**config.mk**
```make
export PLATFORM = sky130hd
export DESIGN_NAME = vm_coin_acceptor
export DESIGN_NICKNAME = d
export VERILOG_FILES = /design/src/rtl/vm_coin_acceptor.sv
export SDC_FILE = /design/constraint.sdc
export NUM_CORES = 1
export LEC_CHECK = 0
export BUFFER_PORTS_ARGS = -buffer_cell sky130_fd_sc_hd__buf_2
export CAP_MARGIN = 0
export CORE_UTILIZATION = 45
export DETAILED_ROUTE_END_ITERATION = 8
export GPL_TIMING_DRIVEN = 0
export PLACE_DENSITY = 0.65
export SYNTH_ARGS = -nofsm -noshare
export SYNTH_HDL_FRONTEND = slang
export SYNTH_SLANG_ARGS = --single-unit
export TNS_END_PERCENT = 5
```
**constraint.sdc**
```tcl
create_clock -name clk -period 6.2 [get_ports clk]
set_clock_uncertainty 0.2 [all_clocks]
set_input_delay 1.24 -clock clk [delete_from_list [all_inputs] [get_ports clk]]
set_output_delay 1.24 -clock clk [all_outputs]
set_load 0.1 [all_outputs]
```
**src/rtl/vm_coin_acceptor.sv**
```systemverilog
// vm_coin_acceptor
//   Coin acceptor and purchase controller for a vending machine. Accumulates
//   credit from single-coin insertions, handles buy/cancel requests, and hands
//   any change to a downstream change maker through a one-cycle load strobe,
//   then waits for that change maker to report idle.
//
// Parameters
//   MAX_CREDIT : largest credit that may be accumulated, in cents
//   W          : width of every money bus, in cents
//
// Ports
//   clk              in   clock, all state changes on the rising edge
//   reset            in   asynchronous active-low reset
//   coin_dollar      in   insertion pulse, 100 cents
//   coin_half_dollar in   insertion pulse, 50 cents
//   coin_quarter     in   insertion pulse, 25 cents
//   coin_dime        in   insertion pulse, 10 cents
//   coin_nickel      in   insertion pulse, 5 cents
//   price  [W-1:0]   in   product price, sampled with buy
//   buy              in   one-cycle purchase request
//   cancel           in   one-cycle refund request
//   change_idle      in   change maker holds no remaining change
//   credit [W-1:0]   out  accumulated credit
//   change [W-1:0]   out  change presented to the change maker
//   flag_once        out  one-cycle load strobe for change
//   vend             out  one-cycle product release pulse
//   coin_reject      out  one-cycle pulse for a refused coin
//   insufficient     out  one-cycle pulse for a buy refused on low credit
//   busy             out  high while vending, loading or waiting for change
module vm_coin_acceptor #(
  parameter int MAX_CREDIT = 1000,
  parameter int W          = 12
) (
  input  logic         clk,
  input  logic         reset,
  input  logic         coin_dollar,
  input  logic         coin_half_dollar,
  input  logic         coin_quarter,
  input  logic         coin_dime,
  input  logic         coin_nickel,
  input  logic [W-1:0] price,
  input  logic         buy,
  input  logic         cancel,
  input  logic         change_idle,
  output logic [W-1:0] credit,
  output logic [W-1:0] change,
  output logic         flag_once,
  output logic         vend,
  output logic         coin_reject,
  output logic         insufficient,
  output logic         busy
);

  typedef enum logic [2:0] {
    ST_IDLE,
    ST_COLLECT,
    ST_VEND,
    ST_LOAD,
    ST_WAIT
  } state_t;

  localparam logic [W:0] MAX_W = (W+1)'(MAX_CREDIT);

  state_t       state, state_nx;
  logic [W-1:0] credit_nx, change_nx;
  logic         reject_nx, insuff_nx;

  logic [4:0]   coins;
  logic         coin_any;
  logic         coin_single;
  logic [W-1:0] coin_value;
  logic [W:0]   coin_sum;
  logic         coin_fits;

  assign coins    = {coin_dollar, coin_half_dollar, coin_quarter, coin_dime, coin_nickel};
  assign coin_any = |coins;
  // Exactly one bit set: non-zero and clearing the lowest set bit leaves zero.
  assign coin_single = coin_any && ((coins & (coins - 5'd1)) == 5'd0);

  always_comb begin
    coin_value = '0;
    case (coins)
      5'b10000: coin_value = W'(100);
      5'b01000: coin_value = W'(50);
      5'b00100: coin_value = W'(25);
      5'b00010: coin_value = W'(10);
      5'b00001: coin_value = W'(5);
      default:  coin_value = '0;
    endcase
  end

  // One extra bit so the overflow test itself cannot wrap.
  assign coin_sum  = {1'b0, credit} + {1'b0, coin_value};
  assign coin_fits = coin_single && (coin_sum <= MAX_W);

  always_comb begin
    state_nx  = state;
    credit_nx = credit;
    change_nx = change;
    reject_nx = 1'b0;
    insuff_nx = 1'b0;

    case (state)
      ST_IDLE: begin
        // buy and cancel carry no meaning without credit.
        if (coin_any) begin
          if (coin_fits) begin
            credit_nx = coin_sum[W-1:0];
            state_nx  = ST_COLLECT;
          end else begin
            reject_nx = 1'b1;
          end
        end
      end

      ST_COLLECT: begin
        if (cancel) begin
          reject_nx = coin_any;
          change_nx = credit;
          credit_nx = '0;
          state_nx  = ST_LOAD;
        end else if (buy) begin
          reject_nx = coin_any;
          if (credit >= price) begin
            change_nx = credit - price;
            credit_nx = '0;
            state_nx  = ST_VEND;
          end else begin
            insuff_nx = 1'b1;
          end
        end else if (coin_any) begin
          if (coin_fits) begin
            credit_nx = coin_sum[W-1:0];
          end else begin
            reject_nx = 1'b1;
          end
        end
      end

      ST_VEND: begin
        reject_nx = coin_any;
        if (change != '0) begin
          state_nx = ST_LOAD;
        end else begin
          change_nx = '0;
          state_nx  = ST_IDLE;
        end
      end

      ST_LOAD: begin
        reject_nx = coin_any;
        state_nx  = ST_WAIT;
      end

      ST_WAIT: begin
        reject_nx = coin_any;
        if (change_idle) begin
          change_nx = '0;
          state_nx  = ST_IDLE;
        end
      end

      default: begin
        state_nx  = ST_IDLE;
        credit_nx = '0;
        change_nx = '0;
      end
    endcase
  end

  // Pulse outputs are decoded from the next state so that each one lines up
  // exactly with the cycle the machine spends in the corresponding state.
  always_ff @(posedge clk or negedge reset) begin
    if (!reset) begin
      state        <= ST_IDLE;
      credit       <= '0;
      change       <= '0;
      flag_once    <= 1'b0;
      vend         <= 1'b0;
      coin_reject  <= 1'b0;
      insufficient <= 1'b0;
      busy         <= 1'b0;
    end else begin
      state        <= state_nx;
      credit       <= credit_nx;
      change       <= change_nx;
      flag_once    <= (state_nx == ST_LOAD);
      vend         <= (state_nx == ST_VEND);
      coin_reject  <= reject_nx;
      insufficient <= insuff_nx;
      busy         <= (state_nx == ST_VEND) || (state_nx == ST_LOAD) || (state_nx == ST_WAIT);
    end
  end

endmodule

```
==> impl_metrics.env <==
export IMPL_peakVddDrop_mv=0.3589
export IMPL_root_buffer="clkbuf_8"
export IMPL_cpPeakStageDelay_ns=0.40
export IMPL_gp_congestion=0.8769
export IMPL_maxCapViolations=0
export IMPL_postCtsSetupRepairBufs=0
export IMPL_status="finished clean"
export IMPL_pwr_share_comb=0.574
export IMPL_ctsHoldBuffers=0
export IMPL_postSynthCellCount=314
export IMPL_grt_overflow=0
export IMPL_required_ns=6.19
export IMPL_area_growth_pct=16.39
export IMPL_worstPathArrival_ns=4.49
export IMPL_grt_max_degree=33
export IMPL_internal_power_uw=529.8
export IMPL_crit_path_cell_trace="clkbuf_1, xnor2_1, nor4_1, ha_1, inv_1, fa_1, nand2b_1, a21oi_1, o31ai_4, a211o_1, a221o_1, a211oi_2, buf_6, nor2_1, a211oi_2"
export IMPL_drc=0
export IMPL_synth_fp_nets=357
export IMPL_cts_max_path_buffers=2
export IMPL_clock_sinks=32
export IMPL_async_flop_share=1.000
export IMPL_layoutNonFillerInstCount=440
export IMPL_p_seq_frac=0.257
export IMPL_fin_crit_sh=0.7250
export IMPL_swShare=0.5507
export IMPL_finalHoldViolations=0
export IMPL_slew_headroom=0.5312
export IMPL_p_leak_nw=1.543
export IMPL_tightest_slew_ns=0.7031
export IMPL_htree_levels=2
export IMPL_synth_edf_count=0
export IMPL_die_w_um=78.51
export IMPL_dieArea_mm2=0.006163
export IMPL_cts_buffers=5
export IMPL_drt_total_wl_mm=6.310
export IMPL_r2r_start="credit[0]"
export IMPL_rows=27
export IMPL_numPortBuffers=46
export IMPL_drtIter0Drc=100
export IMPL_synth_area_mm2=0.002634
export IMPL_final_max_slew_viol_count=0
export IMPL_ys_types=52
export IMPL_setup_tns_ns=0
export IMPL_grt_pass1_wl_mm=10.56
export IMPL_n_antenna_cell=0
export IMPL_ys_seq_area_frac=0.3040
export IMPL_cp_common_cell="a211oi_2"
export IMPL_min_from="change[8]"
export IMPL_total_power_mw=1.179
export IMPL_grt_pass1_vias=2285
export IMPL_nets=410
export IMPL_drt_wirelength_per_cell_um=14.34
export IMPL_postRouteAntennaNets=0
export IMPL_cts_clk_slew_worst_paths_ns=0.07
export IMPL_dpl_cell_count=432
export IMPL_cts_tree="yes"
export IMPL_design_portCount=51
export IMPL_synth_seq_cells=32
export IMPL_yosysWarnings=0
export IMPL_die_h_um=78.51
export IMPL_crit_path_max_fanout=10
export IMPL_track_usage=0.2204
export IMPL_cts_resized_gates=0
export IMPL_rsz0062_at_grt="false"
export IMPL_setup_viol=0
export IMPL_drtPass1Iterations=4
export IMPL_postSynthAreaPerCell_um2=8.388
export IMPL_p_switching_uw=649.3
export IMPL_end_kind="flip-flop"
export IMPL_antenna_found_initial=0
export IMPL_drive_gt1_frac=0.2011
export IMPL_cp_startpoint="coin_quarter"
export IMPL_period_needed_ns=4.495
export IMPL_clock_latency_ns=0.29
export IMPL_hold_class="flip-flop to flip-flop"
export IMPL_vias_per_cell=5.470
export IMPL_criticalPathCategory="primary input to flip-flop"
export IMPL_synth_ff_type="dfrtp_1"
export IMPL_clkPwrFrac=0.169
export IMPL_rrSetupSlack_ns=2.81
export IMPL_hpwl_mm=5.078
export IMPL_num_vias=2407
export IMPL_crit_path_start_kind="primary input"
export IMPL_max_freq_ghz=0.2225
export IMPL_powerDensity_mw_per_mm2=384.6
export IMPL_worst_path_max_delay_cell="a221o_1"
export IMPL_start_util=0.4725
export IMPL_floorplan_core_area_mm2=0.005574
final cells by class:
class                   instances  area, µm²
inverters                      28      105.1
flip-flops and latches         32      800.8
well taps                      72      90.09
repair buffers                 46      230.2
clock inverters                 3      42.54
multi-input cells             241       1662
plain buffers                  13      66.31
fillers                       566       2509
clock buffers                   5      68.82
worst max-delay path: cells and delay by family:
| family | cells | cell delay [ns] |
|---|---|---|
| buffers and inverters | 3 | 0.51 |
| XOR/XNOR | 1 | 0.11 |
| adder cells (fa/ha/maj) | 2 | 0.62 |
| AND/OR/NAND/NOR | 3 | 0.51 |
| AO/OA/AOI/OAI | 6 | 1.48 |
worst paths after layout:
path                        endpoint  depth (start not counted)
max                        credit[1]                         15
min                        change[8]                          2
max reg2reg                credit[9]                         13
min reg2reg                change[8]                          2
max in group asynchronous  credit[0]                          1
min in group asynchronous  change[4]                          1
layout by cell type (no fill, tap or decap), types with 3 or more instances in the layout:
cell type	synthesis	layout
buf_2	0	46
dfrtp_1	32	32
nor2_1	31	31
a21oi_1	29	29
inv_1	28	28
nand2_1	25	25
ha_1	19	19
o21ai_0	16	16
xnor2_1	14	14
clkbuf_1	9	9
nor3_1	9	9
mux2i_1	8	8
nor4_1	7	7
a21o_1	6	6
xor2_1	6	6
nand3_1	5	5
nor2b_1	5	5
o211ai_1	5	5
clkbuf_8	0	5
or3_1	4	4
or2_2	4	4
nand3b_1	4	4
nand2b_1	3	3
a211o_1	3	3
nand4_1	3	3
a211oi_2	3	3
cells by family after synthesis:
logic type,synth area share
AOI/OAI and AO/OA,0.2261
xor gates and xnor gates,0.06651
adders and majority gates,0.1055
buffers and inverters,0.06508
DFF,0.3040
muxes,0.03468
and+or+nand+nor,0.1981
layer usage:
| layer | up-vias | global-route usage | part of all wire |
|---|---|---|---|
| met1 | 1121 | 0.2727 | 0.46 |
| met2 | 60 | 0.3809 | 0.49 |
| li1 | 1215 | - | - |
| met5 | - | 0 | 0 |
| met3 | 11 | 0.03605 | 0.032 |
| met4 | 0 | 0.08333 | 0.023 |
registers in the layout, indices dropped and copies added (netlist names):
| name | cells |
|---|---|
| insufficient | 1 |
| credit | 12 |
| busy | 1 |
| coin_reject | 1 |
| state | 3 |
| vend | 1 |
| change | 12 |
| flag_once | 1 |
power groups by stage:
stage | registers (mW) | clock network, mW | logic, mW
after global placement | 0.303 | 0 | 0.672
after global routing | 0.310 | 0.211 | 0.722
after CTS | 0.304 | 0.202 | 0.679
after floorplan | 0.611 | 0 | 0.244
after detailed placement | 0.308 | 0 | 0.677
final | 0.303 | 0.199 | 0.677
synth_stat cells, types with 2 or more instances:
cell      count  share of area
dfrtp_1      32           0.30
nor2_1       31          0.044
a21oi_1      29          0.055
inv_1        28          0.040
nand2_1      25          0.036
ha_1         19          0.090
o21ai_0      16          0.030
xnor2_1      14          0.047
clkbuf_1      9          0.013
nor3_1        9          0.017
mux2i_1       8          0.030
nor4_1        7          0.017
a21o_1        6          0.017
xor2_1        6          0.020
nand3_1       5         0.0095
nor2b_1       5          0.012
o211ai_1      5          0.014
nand3b_1      4          0.011
or2_2         4         0.0095
or3_1         4         0.0095
a211o_1       3          0.010
a211oi_2      3          0.014
nand2b_1      3         0.0071
nand4_1       3         0.0071
a221o_1       2         0.0076
a311o_1       2         0.0076
buf_6         2         0.0086
clkbuf_2      2         0.0038
fa_1          2          0.015
nor3b_1       2         0.0057
o21a_1        2         0.0057
o22ai_1       2         0.0047
through the flow:
step                instance area (µm²)  hold slack, ns    util  worst slack (ns)
floorplan                          2634          0.3710       -             1.718
global placement                   2954          0.2824  0.5300             1.482
detailed placement                 2954          0.2932  0.5300             1.410
CTS                                3065          0.3088  0.5499             1.701
global route                       3065          0.3314  0.5499             1.375
finish                             3065          0.3028  0.5499             1.705
Power figures use the tool's default switching activity.
